File: src/rtl/twos_to_signmag_serial_pkg.sv
// rtl/twos_to_signmag_serial_pkg.sv - shared ALU constants for the serial sign-magnitude converter
package twos_to_signmag_serial_pkg;

  localparam int WIDTH = 8;
  localparam int CNT_W = 3;

  typedef logic [1:0] state_t;

  localparam state_t IDLE = 2'd0;
  localparam state_t CONV = 2'd1;
  localparam state_t DONE = 2'd2;

endpackage

File: src/rtl/full_adder.sv
// rtl/full_adder.sv - one-bit full adder shared by the ALU serial datapaths
module full_adder (
  input  logic A,
  input  logic B,
  input  logic Cin,
  output logic Y,
  output logic Cout
);

  assign Y    = A ^ B ^ Cin;
  assign Cout = (A & B) | (Cin & (A ^ B));

endmodule

File: src/rtl/twos_to_signmag_serial.sv
// rtl/twos_to_signmag_serial.sv - bit-serial two's-complement to sign-magnitude converter
import twos_to_signmag_serial_pkg::*;

module twos_to_signmag_serial (
  input  logic             clk,
  input  logic             rst,
  input  logic             start,
  input  logic [WIDTH-1:0] A,
  output logic             busy,
  output logic             done,
  output logic             sign,
  output logic [WIDTH-1:0] Y,
  output logic             ovf
);

  state_t             state;
  logic [WIDTH-1:0]   shreg;
  logic [WIDTH-2:0]   acc;
  logic [CNT_W-1:0]   cnt;
  logic               sgn_r;
  logic               carry;
  logic               fa_sum;
  logic               fa_cout;

  // Negation is invert-plus-one: XOR with the sign inverts, carry seeded with the sign adds one.
  full_adder u_fa (
    .A    (shreg[0] ^ sgn_r),
    .B    (1'b0),
    .Cin  (carry),
    .Y    (fa_sum),
    .Cout (fa_cout)
  );

  always_ff @(posedge clk) begin
    if (rst) begin
      state <= IDLE;
      shreg <= '0;
      acc   <= '0;
      cnt   <= '0;
      sgn_r <= 1'b0;
      carry <= 1'b0;
      busy  <= 1'b0;
      done  <= 1'b0;
      sign  <= 1'b0;
      Y     <= '0;
      ovf   <= 1'b0;
    end else begin
      done <= 1'b0;
      case (state)
        IDLE: begin
          if (start) begin
            shreg <= A;
            sgn_r <= A[WIDTH-1];
            carry <= A[WIDTH-1];
            cnt   <= '0;
            state <= CONV;
            busy  <= 1'b1;
          end
        end
        CONV: begin
          carry <= fa_cout;
          acc   <= {fa_sum, acc[WIDTH-2:1]};
          shreg <= {1'b0, shreg[WIDTH-1:1]};
          cnt   <= cnt + 3'd1;
          // The last sum bit bypasses acc and lands directly in the MSB of Y.
          if (cnt == 3'd7) begin
            Y     <= {fa_sum, acc};
            sign  <= sgn_r;
            ovf   <= sgn_r & fa_sum;
            done  <= 1'b1;
            state <= DONE;
          end
        end
        DONE: begin
          state <= IDLE;
          busy  <= 1'b0;
        end
        default: begin
          state <= IDLE;
          busy  <= 1'b0;
        end
      endcase
    end
  end

endmodule

File: config.mk
export PLATFORM = sky130hd
export DESIGN_NAME = twos_to_signmag_serial
export DESIGN_NICKNAME = d
export VERILOG_FILES = /design/src/rtl/twos_to_signmag_serial_pkg.sv /design/src/rtl/full_adder.sv /design/src/rtl/twos_to_signmag_serial.sv
export SDC_FILE = /design/constraint.sdc
export NUM_CORES = 1
export LEC_CHECK = 0
export BUFFER_PORTS_ARGS = -buffer_cell sky130_fd_sc_hd__buf_4
export CAP_MARGIN = 10
export CORE_ASPECT_RATIO = 0.8
export CORE_MARGIN = 1
export CORE_UTILIZATION = 36
export DETAILED_ROUTE_END_ITERATION = 10
export GPL_TIMING_DRIVEN = 0
export MAX_ROUTING_LAYER = met4
export PLACE_DENSITY = 0.66
export SYNTH_ARGS = -nofsm -noshare
export SYNTH_HDL_FRONTEND = slang
export SYNTH_SLANG_ARGS = --single-unit
File: constraint.sdc
create_clock -name clk -period 1.71 [get_ports clk]
set_clock_uncertainty 0.05 [all_clocks]
set_input_delay 0.513 -clock clk [delete_from_list [all_inputs] [get_ports clk]]
set_output_delay 0.513 -clock clk [all_outputs]
set_load 0.02 [all_outputs]
## Yosys cells after proc, flatten, opt, wreduce, memory -nomap -nowiden

Cells that the tools add are included.

| word-level totals | value |
|---|---|
| bits in registers | 34 |
| input bits | 11 |
| output and inout port bits | 12 |
| logic and storage cells | 41 |

| operators by class | value |
|---|---|
| $add $sub $neg | 1 |
| eq/ne operators | 4 |
| multiplexer cells | 12 |
| bitwise operators | 5 |
| reductions and logical operators | 8 |

Operators by type and width:

| operator | number |
|---|---|
| $pmux W8 S2 | 1 |
| $reduce_and A2 Y1 | 5 |
| $mux W8 | 1 |
| $pmux W3 S2 | 1 |
| $mux W2 | 2 |
| $ne A2 B2 Y1 const B | 2 |
| $pmux W1 S2 | 2 |
| $pmux W2 S2 | 1 |
| $add A3 B1 Y3 const B | 1 |
| $eq A3 B3 Y1 const B | 1 |
| $mux W1 | 3 |
| $mux W3 | 1 |
| $and A1 B1 Y1 | 2 |
| $eq A2 B1 Y1 const B | 1 |
| $logic_not A2 Y1 | 1 |
| $reduce_bool A2 Y1 | 1 |
| $reduce_or A2 Y1 | 1 |
| $xor A1 B1 Y1 | 2 |
| $not A1 Y1 | 1 |

## Logic depth before layout (Yosys ltp)

Gate-level depths: netlist of run 1.

| depth | value |
|---|---|
| depth in word-level cells | 3 |
| depth in mapped cells | 6 |
| mapped depth without buffers | 5 |

## Hierarchy

Synthesis of run 1 repeated with hierarchy kept, for this count alone.

| unflattened totals | value |
|---|---|
| cell total of the unflattened synthesis | 152 |
| area total of the unflattened synthesis | 1391.3 um^2 |

Modules (own cells, without submodules):

| module | times used | cells an instance | area an instance (um^2) | sequential area each (um^2) |
|---|---|---|---|---|
| twos_to_signmag_serial | 1 | 151 | 1371.3 | 680.7 |
| full_adder | 1 | 1 | 20.0 | 0.0 |

## Worst setup path after synthesis of run 1

No wires, ideal clock.

| path | value |
|---|---|
| kind | register to register |
| start point | register cnt[0] |
| end point | register ovf |
| library setup time | 0.132 ns |
| arrival time | 1.142 ns |
| required time | 1.528 ns |
| path slack | 0.386 ns |
| cell stages (with the launch flop) | 7 |
| path buffers | 1 |
| clock period less this slack | 1.324 ns |
| cells stage by stage | dfxtp_1 -> ha_1 -> ha_1 -> and3b_1 -> buf_2 -> nand3_1 -> a21oi_1 |

| between the ends | value |
|---|---|
| cells in the longest elaborated chain, start to end | 2 |

Ends and longest elaborated chain:

| what | line | text |
|---|---|---|
| start, declared | twos_to_signmag_serial.sv:19 | `logic [CNT_W-1:0] cnt;` |
| start signal, assigned | twos_to_signmag_serial.sv:64 | `cnt <= cnt + 3'd1;` |
| $eq A3 B3 Y1 | twos_to_signmag_serial.sv:66 | `if (cnt == 3'd7) begin` |
| $reduce_and A2 Y1 (no source line) | n/a |  |
| end signal, assigned | twos_to_signmag_serial.sv:69 | `ovf <= sgn_r & fa_sum;` |
| end, declared | twos_to_signmag_serial.sv:13 | `output logic ovf` |

Every way passes these cells.
A chain may end at the register's enable or synchronous reset.

## Worst setup path in the final report of run 1

| path | value |
|---|---|
| start point | register cnt[0] |
| end point | register Y[5] |

| between the ends | value |
|---|---|
| cells in the longest elaborated chain, start to end | 2 |

Ends and longest elaborated chain:

| what | line | text |
|---|---|---|
| $eq A3 B3 Y1 | twos_to_signmag_serial.sv:66 |  |
| $reduce_and A2 Y1 (no source line) | n/a |  |
| end signal, assigned | twos_to_signmag_serial.sv:67 | `Y <= {fa_sum, acc};` |
| end, declared | twos_to_signmag_serial.sv:12 | `output logic [WIDTH-1:0] Y,` |

Every way passes these cells.

==> results.tsv, run 1 <==
metric	value	unit
layout-drive-gt1-share	23.3	%
holdCritStartpoint	acc[0]$_SDFFE_PP0P_	
cts.htree.levels	2	
cap_violations	0	
min_path_type	reg2reg	
synth_compound_area_share	15.5	%
post_cts_buffers	0	
post-route-period-util	87.0	%
yosysSeqAreaShare	49.3	%
ff2ff_path_depth	6	
use_met1	18.5	%
cts_tree	yes	
fin_util	47.5	%
grt_util_met2	25.6	%
synth-adder-area-share	2.72	%
drc	0	
cp_data_required_time	1870	ps
wl_per_cell	12.0	um
rsz0062_at_grt	false	
top_usage_layer	met2	
nets	193	
grt_usage	16.0	%
synth_nets	165	
synth_area	0.00138	mm2
post_cts_resized	0	
vias	1118	
r2r-end	Y[5]$_SDFFE_PP0P_	
cts_buffers	5	
maxSlewViolCount	0	
start_kind	flip-flop	
ant_nets	0	
cts_buffer_depth	2	
clock_latency	280	ps
setup.worst_path.start	cnt[0]$_SDFFE_PP0P_	
die_x	71.2	um
synth_mux_area_share	5.80	%
grt_pass1_vias	1101	
overflow	0	
critical_path_class	reg2reg	
start_util	39.0	%
drt-initial-drc-count	71	
antenna_found_initial	0	
synth_top_family_by_area	simple AND/OR/NAND/NOR gates	
hold_viol_final	0	
dp_hpwl	1.89	mm
setup_tns	0	ps
reg2reg_from	cnt[0]$_SDFFE_PP0P_	
dp.cells	214	
synth_cell_type_count	31	
cts_sinks	34	
antenna_cells	0	
power_density	947	mW/mm2
fillers	344	
die_height	57.4	um
drt_wl_total	2.67	mm
port_buffers	21	
tightest_slew	556	ps
num_rows	19	
critPathCaptureType	flip-flop	
yosys_warnings	0	
area_growth	21.8	%
gp_congestion	0.765	
power_leakage	0.682	nW
setup-violations-final	0	
crit_path_end	Y[5]$_SDFFE_PP0P_	
clkTransAtPathRegs	70	ps
die-area	0.00409	mm2
period_needed	1490	ps
io_pins	23	
netlist_instances	151	
fmax	0.672	GHz
synth.avg_cell_area	9.14	um2
synthSimpleGateAreaFrac	18.8	%
first_pass_iters	4	
grt_pass1_wl	4.85	mm
core_area	0.00354	mm2
r2r_setup_slack	220	ps
routed_via_density	5.04	
status	completed	
ctsHoldBuffers	0	
cts_root_buffer	clkbuf_8	
cp_max_fo	10	
preCtsSetupSlack	118	ps
slew_headroom	62.9	%
ys_ff_latch	34	
finalWorstSetupSlack	222	ps
critPathArrivalTime	1650	ps
synth_xor_area_share	0.635	%
fin_hold_ws	407	ps
stdcell_count	222	
grt_max_degree	11	
vdd_drop_max	0.477	mV
met3_usage	5.30	%
==> critical path: stages (launching register included) <==
cell      delay, ps
dfxtp_1         330
ha_1            210
ha_1            220
nand3b_1        140
buf_2           240
nand2_1          80
a21oi_1         140
==> cells in the mapped netlist (all sizes together) <==
master,number,area [um2]
inv,1,3.75
nor3,1,5.00
dfxtp,34,681
a2111oi,1,8.76
nor2,17,66.3
a21oi,18,90.1
a22oi,3,22.5
ha,3,37.5
xor2,1,8.76
nand2b,1,6.26
o21ba,1,10.0
nand3b,1,7.51
nor3b,1,7.51
nand2,33,124
o21bai,1,7.51
clkbuf,3,12.5
and3b,1,8.76
mux2i,8,80.1
a211oi,8,75.1
and2b,1,7.51
buf,10,83.8
nand3,1,5.00
nor4,1,12.5
nor4b,1,8.76
==> placed cells by master (no fill, tap or decap), types with 2 or more instances in the layout <==
| cell | count |
|---|---|
| dfxtp_1 | 34 |
| nand2_1 | 33 |
| buf_4 | 22 |
| a21oi_1 | 18 |
| nor2_1 | 16 |
| mux2i_1 | 8 |
| clkbuf_8 | 6 |
| a211oi_1 | 5 |
| buf_6 | 3 |
| clkbuf_1 | 3 |
| buf_2 | 3 |
| a22oi_1 | 3 |
| a211oi_2 | 3 |
| ha_1 | 3 |
| buf_1 | 2 |
==> metal layers <==
metal / up-vias / routed length [um]
met5: - / 0
met4: 0 / 51
met3: 5 / 128
met2: 24 / 1260
met1: 524 / 1240
li1: 565 / -
==> where the power goes <==
| group | internal [mW] | switching (mW) |
|---|---|---|
| Clock | 0.324 | 0.270 |
| Combinational | 0.0761 | 0.0829 |
| Sequential | 0.821 | 0.0179 |
| Total | 1.22 | 0.370 |
==> layout make-up <==
cell class	instances	area [um2]	share of cell area (%)
sequential	34	681	40.5
multi-input combinational	103	599	35.6
timing repair buffer	21	158	9.38
buffer	13	96.3	5.73
clock buffer	7	86.3	5.13
tap	42	52.6	3.13
clock inverter	1	5.00	0.298
inverter	1	3.75	0.223
==> how the worst min path moves through the flow <==
stage	endpoint	depth (start not counted)
3_5_place_dp	acc[0]$_SDFFE_PP0P_	2
4_1_cts	acc[0]$_SDFFE_PP0P_	2
3_3_place_gp	acc[0]$_SDFFE_PP0P_	2
6_report	acc[0]$_SDFFE_PP0P_	2
5_1_grt	Y[4]$_SDFFE_PP0P_	2
2_1_floorplan	Y[0]$_SDFFE_PP0P_	2
==> per-stage QoR <==
stage / power, mW / cell area (um2)
after floorplan: 0.970 / 1380
after global placement: 1.01 / 1590
after detailed placement: 1.02 / 1590
after CTS: 1.61 / 1680
after global routing: 1.67 / 1680
final: 1.59 / 1680
==> sequential cells by signal, summed over array words and instances, names as in the netlist <==
register / count
acc: 7
shreg: 8
busy: 1
Y: 8
cnt: 3
done: 1
state: 2
carry: 1
sgn_r: 1
sign: 1
ovf: 1
==> cell families after synthesis <==
family	after synthesis
and+or+nand+nor	59
AOI/OAI and AO/OA	32
DFF	34
muxes	8
buffers and inverters	14
adders and majority gates	3
xor gates and xnor gates	1
Power figures use the tool's default switching activity.
==> run 2: changes to the inputs <==
clock period = 1.6 ns   (was 1.71 ns; I/O delays follow)
==> run 2 against run 1 <==
  * Critical path depth unchanged
  * Worst setup slack worse by 92 ps
  * Register-to-register slack lost 90 ps
  * Highest routed layer unchanged
  * First-iteration DRC count decreased by 13%
  * Hold slack got worse by 1.8 ps
  * Clock power grew 6.7%
  * Flip-flop and latch count unchanged
  * Combinational power grew 7%
  * Sequential share of layout area is 0.12 points lower
  * Non-clock buffer count did not move
  * Critical endpoint unchanged
  * Wire length is essentially flat
  * Cell area rose by 0.30%
==> results.tsv, run 2 (synthesis gave the netlist of run 1 again) <==
metric	value	unit
cts.htree.levels	2	
cts_buffers	5	
critPathCaptureType	flip-flop	
fin_hold_ws	405	ps
design_area	0.00169	mm2
min_path_type	reg2reg	
p_int	1.31	mW
setup-violations-final	0	
port_buffers	21	
antenna_found_initial	0	
power_leakage	0.684	nW
drc	0	
grt_pass1_wl	4.85	mm
ant_nets	0	
fmax	0.680	GHz
status	completed	
slowest_delay	330	ps
nets	193	
cp_data_required_time	1760	ps
grt_pass1_vias	1101	
fillers	342	
hold_viol_final	0	
cap_violations	0	
clkTransAtPathRegs	70	ps
cts_tree	yes	
cp_common_cell	ha_1	
routed_via_density	4.96	
vdd_drop_max	0.511	mV
place_area	0.00159	mm2
crit_path_top_delay_cell	dfxtp_1	
fin_util	47.6	%
die_height	57.4	um
first_pass_iters	4	
top_regs	Y x8, shreg x8, acc x7	
p_clk_share	37.3	%
start_kind	flip-flop	
combPwrFrac	10.0	%
area_growth	22.2	%
tightest_slew	563	ps
antenna_cells	0	
grt_usage	16.0	%
rsz0062_at_grt	false	
layout-drive-gt1-share	23.3	%
dp.cells	214	
period_needed	1470	ps
drt-initial-drc-count	62	
grt_max_degree	11	
swShare	23.3	%
stdcell_count	222	
path_cells	ha_1, ha_1, nand3b_1, clkbuf_4, nand2_1, a21oi_1	
p_sw	0.396	mW
dp_hpwl	1.89	mm
ctsHoldBuffers	0	
die-area	0.00409	mm2
io_pins	23	
r2r_setup_slack	130	ps
mostFrequentLayoutCells	34 x dfxtp_1, 33 x nand2_1, 22 x buf_4, 18 x a21oi_1, 16 x nor2_1	
post-route-period-util	91.9	%
seqPwrFrac	52.7	%
setup_tns	0	ps
clock_latency	280	ps
critical_path_class	reg2reg	
cts_sinks	34	
wl_per_cell	12.0	um
preCtsSetupSlack	40.8	ps
critPathArrivalTime	1630	ps
layout_commonest_cell	dfxtp_1	
die_x	71.2	um
power_density	1010	mW/mm2
cp_max_fo	10	
num_rows	19	
slew_headroom	62.5	%
gp_congestion	0.765	
maxSlewViolCount	0	
cts_buffer_depth	2	
start_util	39.0	%
vias	1102	
core_area	0.00354	mm2
drt_wl_total	2.67	mm
cts_root_buffer	clkbuf_8	
design_power_total	1.70	mW
overflow	0	
finalWorstSetupSlack	130	ps
==> run 2: what timing repair did <==
item,in CTS,in global routing
setup buffers,0,0
resized for setup,0,2
endpoints found under the setup margin,0,4
==> run 2: power groups by stage <==
stage	Combinational [mW]	Sequential (mW)	Clock [mW]
finish	0.170	0.897	0.634
global route	0.190	0.901	0.697
CTS	0.171	0.897	0.655
detailed placement	0.171	0.916	0
global placement	0.165	0.914	0
floorplan	0.122	0.914	0
==> run 2: area by class of cell <==
| cell class | instances | area [um2] | share of cell area (%) |
|---|---|---|---|
| Clock inverter | 1 | 5.00 | 0.297 |
| Clock buffer | 7 | 86.3 | 5.12 |
| Inverter | 1 | 3.75 | 0.223 |
| Multi-Input combinational cell | 103 | 599 | 35.5 |
| Timing Repair Buffer | 21 | 158 | 9.35 |
| Buffer | 13 | 101 | 6.01 |
| Tap cell | 42 | 52.6 | 3.12 |
| Sequential cell | 34 | 681 | 40.4 |
==> run 2: per-layer routing <==
layer	track usage, %	wire length (um)
met1	18.5	1260
met3	5.30	89
met5	-	0
met4	6.86	51
met2	25.6	1270
==> run 2: worst max-delay path, delay by kind of cell (launching register included) <==
family	cells	cell delay [ps]
buffers and inverters	1	220
DFF	1	330
AOI/OAI and AO/OA	1	140
and+or+nand+nor	2	220
adders and majority gates	2	430
==> run 2: worst paths after layout <==
| path | end | depth (start not counted) | startpoint |
|---|---|---|---|
| worst max-delay path | Y[5]$_SDFFE_PP0P_ | 6 | cnt[0]$_SDFFE_PP0P_ |
| worst min-delay path | Y[0]$_SDFFE_PP0P_ | 2 | acc[0]$_SDFFE_PP0P_ |
| worst max register to register | Y[5]$_SDFFE_PP0P_ | 6 | cnt[0]$_SDFFE_PP0P_ |
| worst min register to register | Y[0]$_SDFFE_PP0P_ | 2 | acc[0]$_SDFFE_PP0P_ |
